[config.mk]
export PLATFORM = sky130hd
export DESIGN_NAME = hazard_ctrl
export DESIGN_NICKNAME = d
export VERILOG_FILES = /design/src/rtl/hazard_ctrl.sv
export SDC_FILE = /design/constraint.sdc
export NUM_CORES = 1
export LEC_CHECK = 0
export ABC_CLOCK_PERIOD_IN_PS = 4200
export CORE_MARGIN = 2
export CORE_UTILIZATION = 38
export DETAILED_ROUTE_END_ITERATION = 10
export PLACE_DENSITY = 0.86
export SLEW_MARGIN = 20
export SYNTH_ARGS = -nofsm -noshare
export SYNTH_HDL_FRONTEND = slang
export SYNTH_SLANG_ARGS = --single-unit
[constraint.sdc]
create_clock -name i_clk -period 4.2 [get_ports i_clk]
set_input_delay 0.84 -clock i_clk [delete_from_list [all_inputs] [get_ports i_clk]]
set_output_delay 0.84 -clock i_clk [all_outputs]
set_load 0.005 [all_outputs]
[src/rtl/hazard_ctrl.sv]
// Pipeline hazard/stall controller: load-use stalls, branch flushes, data-memory wait freeze
// with timeout, and EX forwarding selects. Define HAZARD_CTRL_STATS_EN to add o_stall_cnt.
module hazard_ctrl #(
  parameter int unsigned MEM_TIMEOUT = 16,
  parameter int unsigned CNT_W       = 16
) (
  input  logic             i_clk,
  input  logic             i_rst_n,
  input  logic [4:0]       i_id_rs,
  input  logic [4:0]       i_id_rt,
  input  logic [4:0]       i_ex_rs,
  input  logic [4:0]       i_ex_rt,
  input  logic [4:0]       i_ex_rd,
  input  logic             i_ex_mem_read,
  input  logic [4:0]       i_mem_rd,
  input  logic             i_mem_reg_write,
  input  logic [4:0]       i_wb_rd,
  input  logic             i_wb_reg_write,
  input  logic             i_branch_taken,
  input  logic             i_mem_req,
  input  logic             i_mem_ready,
  output logic             o_pc_en,
  output logic             o_if_id_en,
  output logic             o_id_ex_en,
  output logic             o_ex_mem_en,
  output logic             o_if_id_flush,
  output logic             o_id_ex_flush,
  output logic             o_mem_wb_bubble,
  output logic [1:0]       o_fwd_a,
  output logic [1:0]       o_fwd_b,
  output logic             o_mem_err
`ifdef HAZARD_CTRL_STATS_EN
  ,
  output logic [CNT_W-1:0] o_stall_cnt
`endif
);

  localparam int unsigned WaitW = $clog2(MEM_TIMEOUT + 1);
  localparam logic [WaitW-1:0] TimeoutVal = WaitW'(MEM_TIMEOUT);

  typedef enum logic [0:0] {StRun, StMemWait} state_e;

  state_e           state_q, state_d;
  logic [WaitW-1:0] wait_cnt_q, wait_cnt_d;
  logic             flush_pend_q, flush_pend_d;

  logic mem_stall, freeze, timeout, flush, ld_hit, load_use;

  function automatic logic [1:0] fwd_sel(input logic [4:0] src, input logic [4:0] mem_rd,
                                         input logic mem_we, input logic [4:0] wb_rd,
                                         input logic wb_we);
    if (mem_we && (mem_rd != 5'd0) && (mem_rd == src)) begin
      return 2'b10;
    end else if (wb_we && (wb_rd != 5'd0) && (wb_rd == src)) begin
      return 2'b01;
    end
    return 2'b00;
  endfunction

  always_comb begin
    mem_stall = i_mem_req & ~i_mem_ready;
    if (state_q == StRun) begin
      freeze = mem_stall;
    end else begin
      freeze = ~i_mem_ready & (wait_cnt_q < TimeoutVal);
    end
    timeout  = (state_q == StMemWait) & ~i_mem_ready & (wait_cnt_q >= TimeoutVal);
    flush    = (i_branch_taken | flush_pend_q) & ~freeze;
    ld_hit   = i_ex_mem_read & (i_ex_rd != 5'd0) & ((i_ex_rd == i_id_rs) | (i_ex_rd == i_id_rt));
    load_use = ld_hit & ~freeze & ~flush;
  end

  always_comb begin
    state_d    = state_q;
    wait_cnt_d = wait_cnt_q;
    // A branch seen while frozen is remembered and replayed on the first unfrozen cycle.
    if (freeze) begin
      flush_pend_d = flush_pend_q | i_branch_taken;
    end else begin
      flush_pend_d = 1'b0;
    end
    unique case (state_q)
      StRun: begin
        if (mem_stall) begin
          state_d    = StMemWait;
          wait_cnt_d = WaitW'(1);
        end
      end
      StMemWait: begin
        if (i_mem_ready) begin
          state_d    = StRun;
          wait_cnt_d = '0;
        end else if (timeout) begin
          // A fresh request in the forced-release cycle starts a new wait.
          if (i_mem_req) begin
            state_d    = StMemWait;
            wait_cnt_d = WaitW'(1);
          end else begin
            state_d    = StRun;
            wait_cnt_d = '0;
          end
        end else begin
          wait_cnt_d = wait_cnt_q + WaitW'(1);
        end
      end
      default: begin
        state_d    = StRun;
        wait_cnt_d = '0;
      end
    endcase
  end

  always_ff @(posedge i_clk or negedge i_rst_n) begin
    if (!i_rst_n) begin
      state_q      <= StRun;
      wait_cnt_q   <= '0;
      flush_pend_q <= 1'b0;
    end else begin
      state_q      <= state_d;
      wait_cnt_q   <= wait_cnt_d;
      flush_pend_q <= flush_pend_d;
    end
  end

  always_comb begin
    o_pc_en         = 1'b1;
    o_if_id_en      = 1'b1;
    o_id_ex_en      = 1'b1;
    o_ex_mem_en     = 1'b1;
    o_if_id_flush   = 1'b0;
    o_id_ex_flush   = 1'b0;
    o_mem_wb_bubble = 1'b0;
    o_mem_err       = timeout;
    o_fwd_a = fwd_sel(i_ex_rs, i_mem_rd, i_mem_reg_write, i_wb_rd, i_wb_reg_write);
    o_fwd_b = fwd_sel(i_ex_rt, i_mem_rd, i_mem_reg_write, i_wb_rd, i_wb_reg_write);
    if (freeze) begin
      o_pc_en         = 1'b0;
      o_if_id_en      = 1'b0;
      o_id_ex_en      = 1'b0;
      o_ex_mem_en     = 1'b0;
      o_mem_wb_bubble = 1'b1;
    end else if (flush) begin
      o_if_id_flush = 1'b1;
      o_id_ex_flush = 1'b1;
    end else if (load_use) begin
      o_pc_en       = 1'b0;
      o_if_id_en    = 1'b0;
      o_id_ex_flush = 1'b1;
    end
    // Hold the whole pipeline quiet while reset is asserted.
    if (!i_rst_n) begin
      o_pc_en         = 1'b0;
      o_if_id_en      = 1'b0;
      o_id_ex_en      = 1'b0;
      o_ex_mem_en     = 1'b0;
      o_if_id_flush   = 1'b0;
      o_id_ex_flush   = 1'b0;
      o_mem_wb_bubble = 1'b0;
      o_mem_err       = 1'b0;
      o_fwd_a         = 2'b00;
      o_fwd_b         = 2'b00;
    end
  end

`ifdef HAZARD_CTRL_STATS_EN
  logic [CNT_W-1:0] stall_cnt_q;

  always_ff @(posedge i_clk or negedge i_rst_n) begin
    if (!i_rst_n) begin
      stall_cnt_q <= '0;
    end else if ((freeze | load_use) && (stall_cnt_q != '1)) begin
      stall_cnt_q <= stall_cnt_q + CNT_W'(1);
    end
  end

  assign o_stall_cnt = stall_cnt_q;
`endif

endmodule
==> results of run 1 <==
==> registers in the layout, summed over array words and instances, names as in the netlist <==
signal        cells
state_q           1
flush_pend_q      1
wait_cnt_q        5
==> layout make-up <==
cell class | count | area, sq um
clock buffer | 3 | 22.5
fill | 159 | 571
timing repair buffer | 55 | 548
sequential | 7 | 175
tap | 27 | 33.8
inverter | 3 | 11.3
clock inverter | 1 | 5.00
multi-input combinational | 82 | 596
==> worst max-delay path: stages <==
cell and delay (ps):
clkdlybuf4s50_1 470, or4_4 550, o21ai_2 140, nor4_1 100, nor4_2 320, clkdlybuf4s50_1 570
==> worst max path at each step <==
stage / startpoint / to / slack (ps) / cells past startpoint
6_report: i_mem_rd[1] / o_fwd_a[0] / 360 / 6
5_1_grt: i_mem_rd[1] / o_fwd_a[0] / 330 / 6
4_1_cts: i_mem_rd[1] / o_fwd_a[0] / 390 / 6
3_5_place_dp: i_mem_rd[1] / o_fwd_a[0] / 390 / 6
3_3_place_gp: i_mem_rd[1] / o_fwd_a[0] / 500 / 6
2_1_floorplan: i_mem_rd[1] / o_fwd_a[0] / 1520 / 4
==> cells by family (layout without fill, tap and decap cells) <==
| logic type | count (synthesis) | after routing | synth area share |
|---|---|---|---|
| simple gates | 35 | 35 | 0.246 |
| xor+xnor | 32 | 32 | 0.352 |
| compound gates | 14 | 14 | 0.133 |
| flops | 7 | 7 | 0.220 |
| buf+inv | 5 | 62 | 0.0330 |
| fa+ha+maj | 1 | 1 | 0.0157 |
==> through the flow <==
step	hold WS, ps	worst slack [ps]	power (mW)	util
4_1_cts	515	391	0.259	0.709
6_report	517	359	0.257	0.709
3_3_place_gp	489	498	0.189	0.695
2_1_floorplan	467	1520	0.122	-
3_5_place_dp	504	386	0.194	0.695
5_1_grt	534	332	0.271	0.709
==> cell usage in the layout (no fill, tap or decap) <==
cell type        Yosys  routed
clkbuf_4             0       3
o21ai_2              1       1
and2_1               1       1
nor3_1               4       4
o21ba_2              1       1
and4b_1              1       1
dfrtp_1              7       7
nor4_2               1       1
nor2_1              10      10
xnor2_1              9       9
nor2b_1              1       1
o22ai_1              2       2
clkdlybuf4s50_1      0      54
nor4_1               2       2
nand4_1              1       1
nand2b_1             2       2
buf_4                2       1
nand2_1              3       3
nand3_1              4       4
o211ai_1             2       2
inv_1                3       3
or4_4                1       1
o2111ai_1            1       1
ha_1                 1       1
clkinv_2             0       1
a22o_1               3       3
or4_1                3       3
and2_2               1       1
a22oi_1              1       1
a21o_1               1       1
a21oi_1              2       2
xor2_1              23      23
==> layer usage <==
metal / up-vias / share of wire / global-route usage
met3: 2 / 0.054 / 0.0394
met5: - / 0 / 0
met4: 0 / 0.0089 / 0.0833
met1: 420 / 0.41 / 0.233
met2: 35 / 0.53 / 0.393
li1: 449 / - / -
==> report_power, final <==
group	internal, mW	switching (mW)
Clock	0.0350	0.0286
Combinational	0.0694	0.0469
Sequential	0.0722	0.00519
==> cells in the mapped netlist <==
cell / instances / area (sq um)
xor2_1: 23 / 201
nor2_1: 10 / 37.5
xnor2_1: 9 / 78.8
dfrtp_1: 7 / 175
nand3_1: 4 / 20.0
nor3_1: 4 / 20.0
a22o_1: 3 / 26.3
inv_1: 3 / 11.3
nand2_1: 3 / 11.3
or4_1: 3 / 22.5
a21oi_1: 2 / 10.0
buf_4: 2 / 15.0
nand2b_1: 2 / 12.5
nor4_1: 2 / 12.5
o211ai_1: 2 / 15.0
o22ai_1: 2 / 12.5
a21o_1: 1 / 7.51
a22oi_1: 1 / 7.51
and2_1: 1 / 6.26
and2_2: 1 / 7.51
and4b_1: 1 / 10.0
ha_1: 1 / 12.5
nand4_1: 1 / 6.26
nor2b_1: 1 / 6.26
nor4_2: 1 / 12.5
o2111ai_1: 1 / 8.76
o21ai_2: 1 / 8.76
o21ba_2: 1 / 10.0
or4_4: 1 / 11.3
==> impl_metrics.toml, run 1 <==
[run_status]
status = "finished clean"

[sta]
relSlewSlack = 0.678
tightest_slew_ps = 479
slew_viol_final = 0
setup_viol = 0
fmax_mhz = 260
period_share = 0.915
fin_skew_ps = 8.55
tns_ps = 0
rsz0062_at_grt = "false"
hold_violations = 0
min_period_ps = 3840

[die]
die_y_microns = 49.8
die_w_microns = 49.8
pin_count = 55
start_util = 0.406
fp-row-count = 16
die_area_sq_um = 2480
core_region_area_sq_um = 1960

[place]
place.gp.congestion = 0.848
dp.final_hpwl_microns = 2310
place_area_sq_um = 1360
post-place-cells = 174
io_buffers = 54

[global_routing]
grt_start_max_net_pins = 14
gr-total-overflow = 0
grt_pass1_vias = 857
grt_antenna_before_repair = 0
grtUsageTotal = 0.211
grt_pass1_wl_microns = 3890

[layout]
stdcell_count = 178
antenna_cells = 0
layout-drive-gt1-share = 0.0662
fin_nets = 196
area_growth_syn_to_layout_pct = 74.6
final_area_sq_um = 1390

[power_and_ir_drop]
peakVddDrop_mv = 0.200
power.leakage_nw = 0.562
p_per_area_nw_per_um2 = 185

[yosys]
synth_seq_cells = 7
synth-warning-count = 0
ys_seq_area_frac = 0.220
postSynthCellCount = 94
syn_area_per_cell_sq_um = 8.48
synth.distinct_cells = 29
synth_fp_nets = 138
synth_area_sq_um = 797

[clock_tree]
cts_max_path_buffers = 2
cts_sinks = 7
cts_resized = 0
cts_root_buffer = "clkbuf_4"
clock_latency_ps = 260
cts_tree = "yes"
cts_buffers = 3
clk_pin_slew_ps = 50
hold_buffers = 0
h-tree-depth = 1
post-cts-setup-buffers = 0

[worst_setup_path]
r2r-start = "wait_cnt_q[4]"
worstRegToRegCells = 4
crit_arrival_ps = 3000
endpoint_kind = "primary output"
regToRegSetupSlack_ps = 3050
r2r_end = "wait_cnt_q[4]"
cp.required_ps = 3360
path_max_fanout = 3
cp-start-kind = "input port"
criticalPathCategory = "in -> out"

[min_path]
hold_start = "flush_pend_q"
hold_path_end = "flush_pend_q"
hold_depth = 2
holdCritPathClass = "reg -> reg"

[run]
maxCapViolCount = 0

[route]
route.detailed.drc = 0
wl_per_cell_microns = 15.2
detail-route-antenna-nets = 0
drt_iter0_drc = 16
wirelength_microns = 2700
dr.pass1.iters = 5
num_vias = 906
viasPerCell = 5.09
(Power assumes the default switching activity.)
==> run 2, diff against run 1 <==
- CORE_MARGIN: 2 -> 8
- RECOVER_POWER: unset -> 100
==> run 2 against run 1 <==
Effect of this change: combinational power about the same; sequential share of layout area about the same; die area increased by 54%; sequential cell count unchanged; critical path type unchanged.
==> impl_metrics.toml, run 2 (synthesis results as in run 1) <==
[die]
start_util = 0.406
core_region_area_sq_um = 1960
die_area_sq_um = 3820
fp-row-count = 16
pin_count = 55
die_y_microns = 61.8
die_w_microns = 61.8

[layout]
fillers = 174
mostFrequentLayoutCells = "clkdlybuf4s50_1 (40), xor2_1 (23), dlygate4sd3_1 (14)"
fin_nets = 196
antenna_cells = 0
area_growth_syn_to_layout_pct = 73.9
largestRegisters = "wait_cnt_q (5), flush_pend_q (1), state_q (1)"
largest_reg_flops = 5
stdcell_count = 178
layout-drive-gt1-share = 0.0530
regMostFlops = "wait_cnt_q"
mostFrequentLayoutCell = "clkdlybuf4s50_1"

[clock_tree]
post-cts-setup-buffers = 0
cts_tree = "yes"
cts_resized = 0
cts_buffers = 3
h-tree-depth = 1
cts_root_buffer = "clkbuf_4"
clock_latency_ps = 250
cts_max_path_buffers = 2
cts_sinks = 7
hold_buffers = 0
clk_pin_slew_ps = 50

[worst_setup_path]
regToRegSetupSlack_ps = 3070
path_max_fanout = 3
crit_arrival_ps = 2970
cp-start-kind = "input port"
cp.required_ps = 3360
r2r_end = "wait_cnt_q[2]"
criticalPathCategory = "in -> out"
worstRegToRegCells = 3
r2r-start = "wait_cnt_q[0]"
endpoint_kind = "primary output"

[sta]
setup_viol = 0
min_period_ps = 3810
tightest_slew_ps = 529
fin_skew_ps = 2.51
hold_violations = 0
rsz0062_at_grt = "false"
tns_ps = 0
slew_viol_final = 0
period_share = 0.908
fmax_mhz = 262
relSlewSlack = 0.648

[run]
maxCapViolCount = 0

[route]
wirelength_microns = 2910
detail-route-antenna-nets = 0
wl_per_cell_microns = 16.3
drt_iter0_drc = 30
viasPerCell = 4.97
route.detailed.drc = 0
num_vias = 884
dr.pass1.iters = 6

[global_routing]
grt_antenna_before_repair = 0
grtUsageTotal = 0.150
grt_pass1_wl_microns = 4160
grt_pass1_vias = 905
grt_start_max_net_pins = 13
gr-total-overflow = 0

[place]
place.gp.congestion = 0.932
dp.final_hpwl_microns = 2540
io_buffers = 54
post-place-cells = 174

[run_status]
status = "finished clean"

[min_path]
hold_path_end = "flush_pend_q"
hold_start = "flush_pend_q"
holdCritPathClass = "reg -> reg"
hold_depth = 2

[power_and_ir_drop]
p_per_area_nw_per_um2 = 181
power.leakage_nw = 0.583
peakVddDrop_mv = 0.172
fin_total_pwr_mw = 0.251
[run 2: area by class of cell]
class,count,area (sq um),area share
Multi-Input combinational cell,82,596,0.430
Timing Repair Buffer,55,544,0.393
Sequential cell,7,175,0.126
Tap cell,27,33.8,0.0244
Clock buffer,4,26.3,0.0190
Inverter,3,11.3,0.00812
[run 2: worst max path at each step]
stage	to	slack, ps	startpoint	cells past startpoint
final	o_fwd_a[1]	390	i_mem_rd[0]	6
after global placement	o_fwd_a[0]	500	i_mem_rd[1]	6
after floorplan	o_fwd_a[0]	1520	i_mem_rd[1]	4
after global routing	o_pc_en	190	i_rst_n	5
after detailed placement	o_fwd_a[0]	440	i_mem_rd[1]	6
after CTS	o_fwd_a[0]	450	i_mem_rd[1]	6
[run 2: per-layer routing]
layer | track usage | part of all wire
met2 | 0.278 | 0.51
met1 | 0.155 | 0.39
met5 | 0 | 0
met4 | 0.0682 | 0.018
met3 | 0.0350 | 0.080
[run 2: per-stage QoR]
stage / area (sq um) / utilization / worst slack [ps] / hold slack [ps]
2_1_floorplan: 797 / - / 1520 / 467
3_3_place_gp: 1360 / 0.695 / 497 / 495
3_5_place_dp: 1360 / 0.695 / 441 / 500
4_1_cts: 1390 / 0.709 / 445 / 514
5_1_grt: 1390 / 0.707 / 191 / 525
6_report: 1390 / 0.707 / 388 / 520
[run 2: power by group]
part	internal (mW)	total [mW]	switching, mW
sequential	0.0723	0.0767	0.00432
clock	0.0363	0.0611	0.0248
combinational	0.0665	0.113	0.0464
[run 2: worst max-delay path, stage by stage]
cell	delay (ps)
dlygate4sd3_1	610
xnor2_1	200
nand3_1	110
nor4_1	430
and2_2	210
dlygate4sd3_1	570
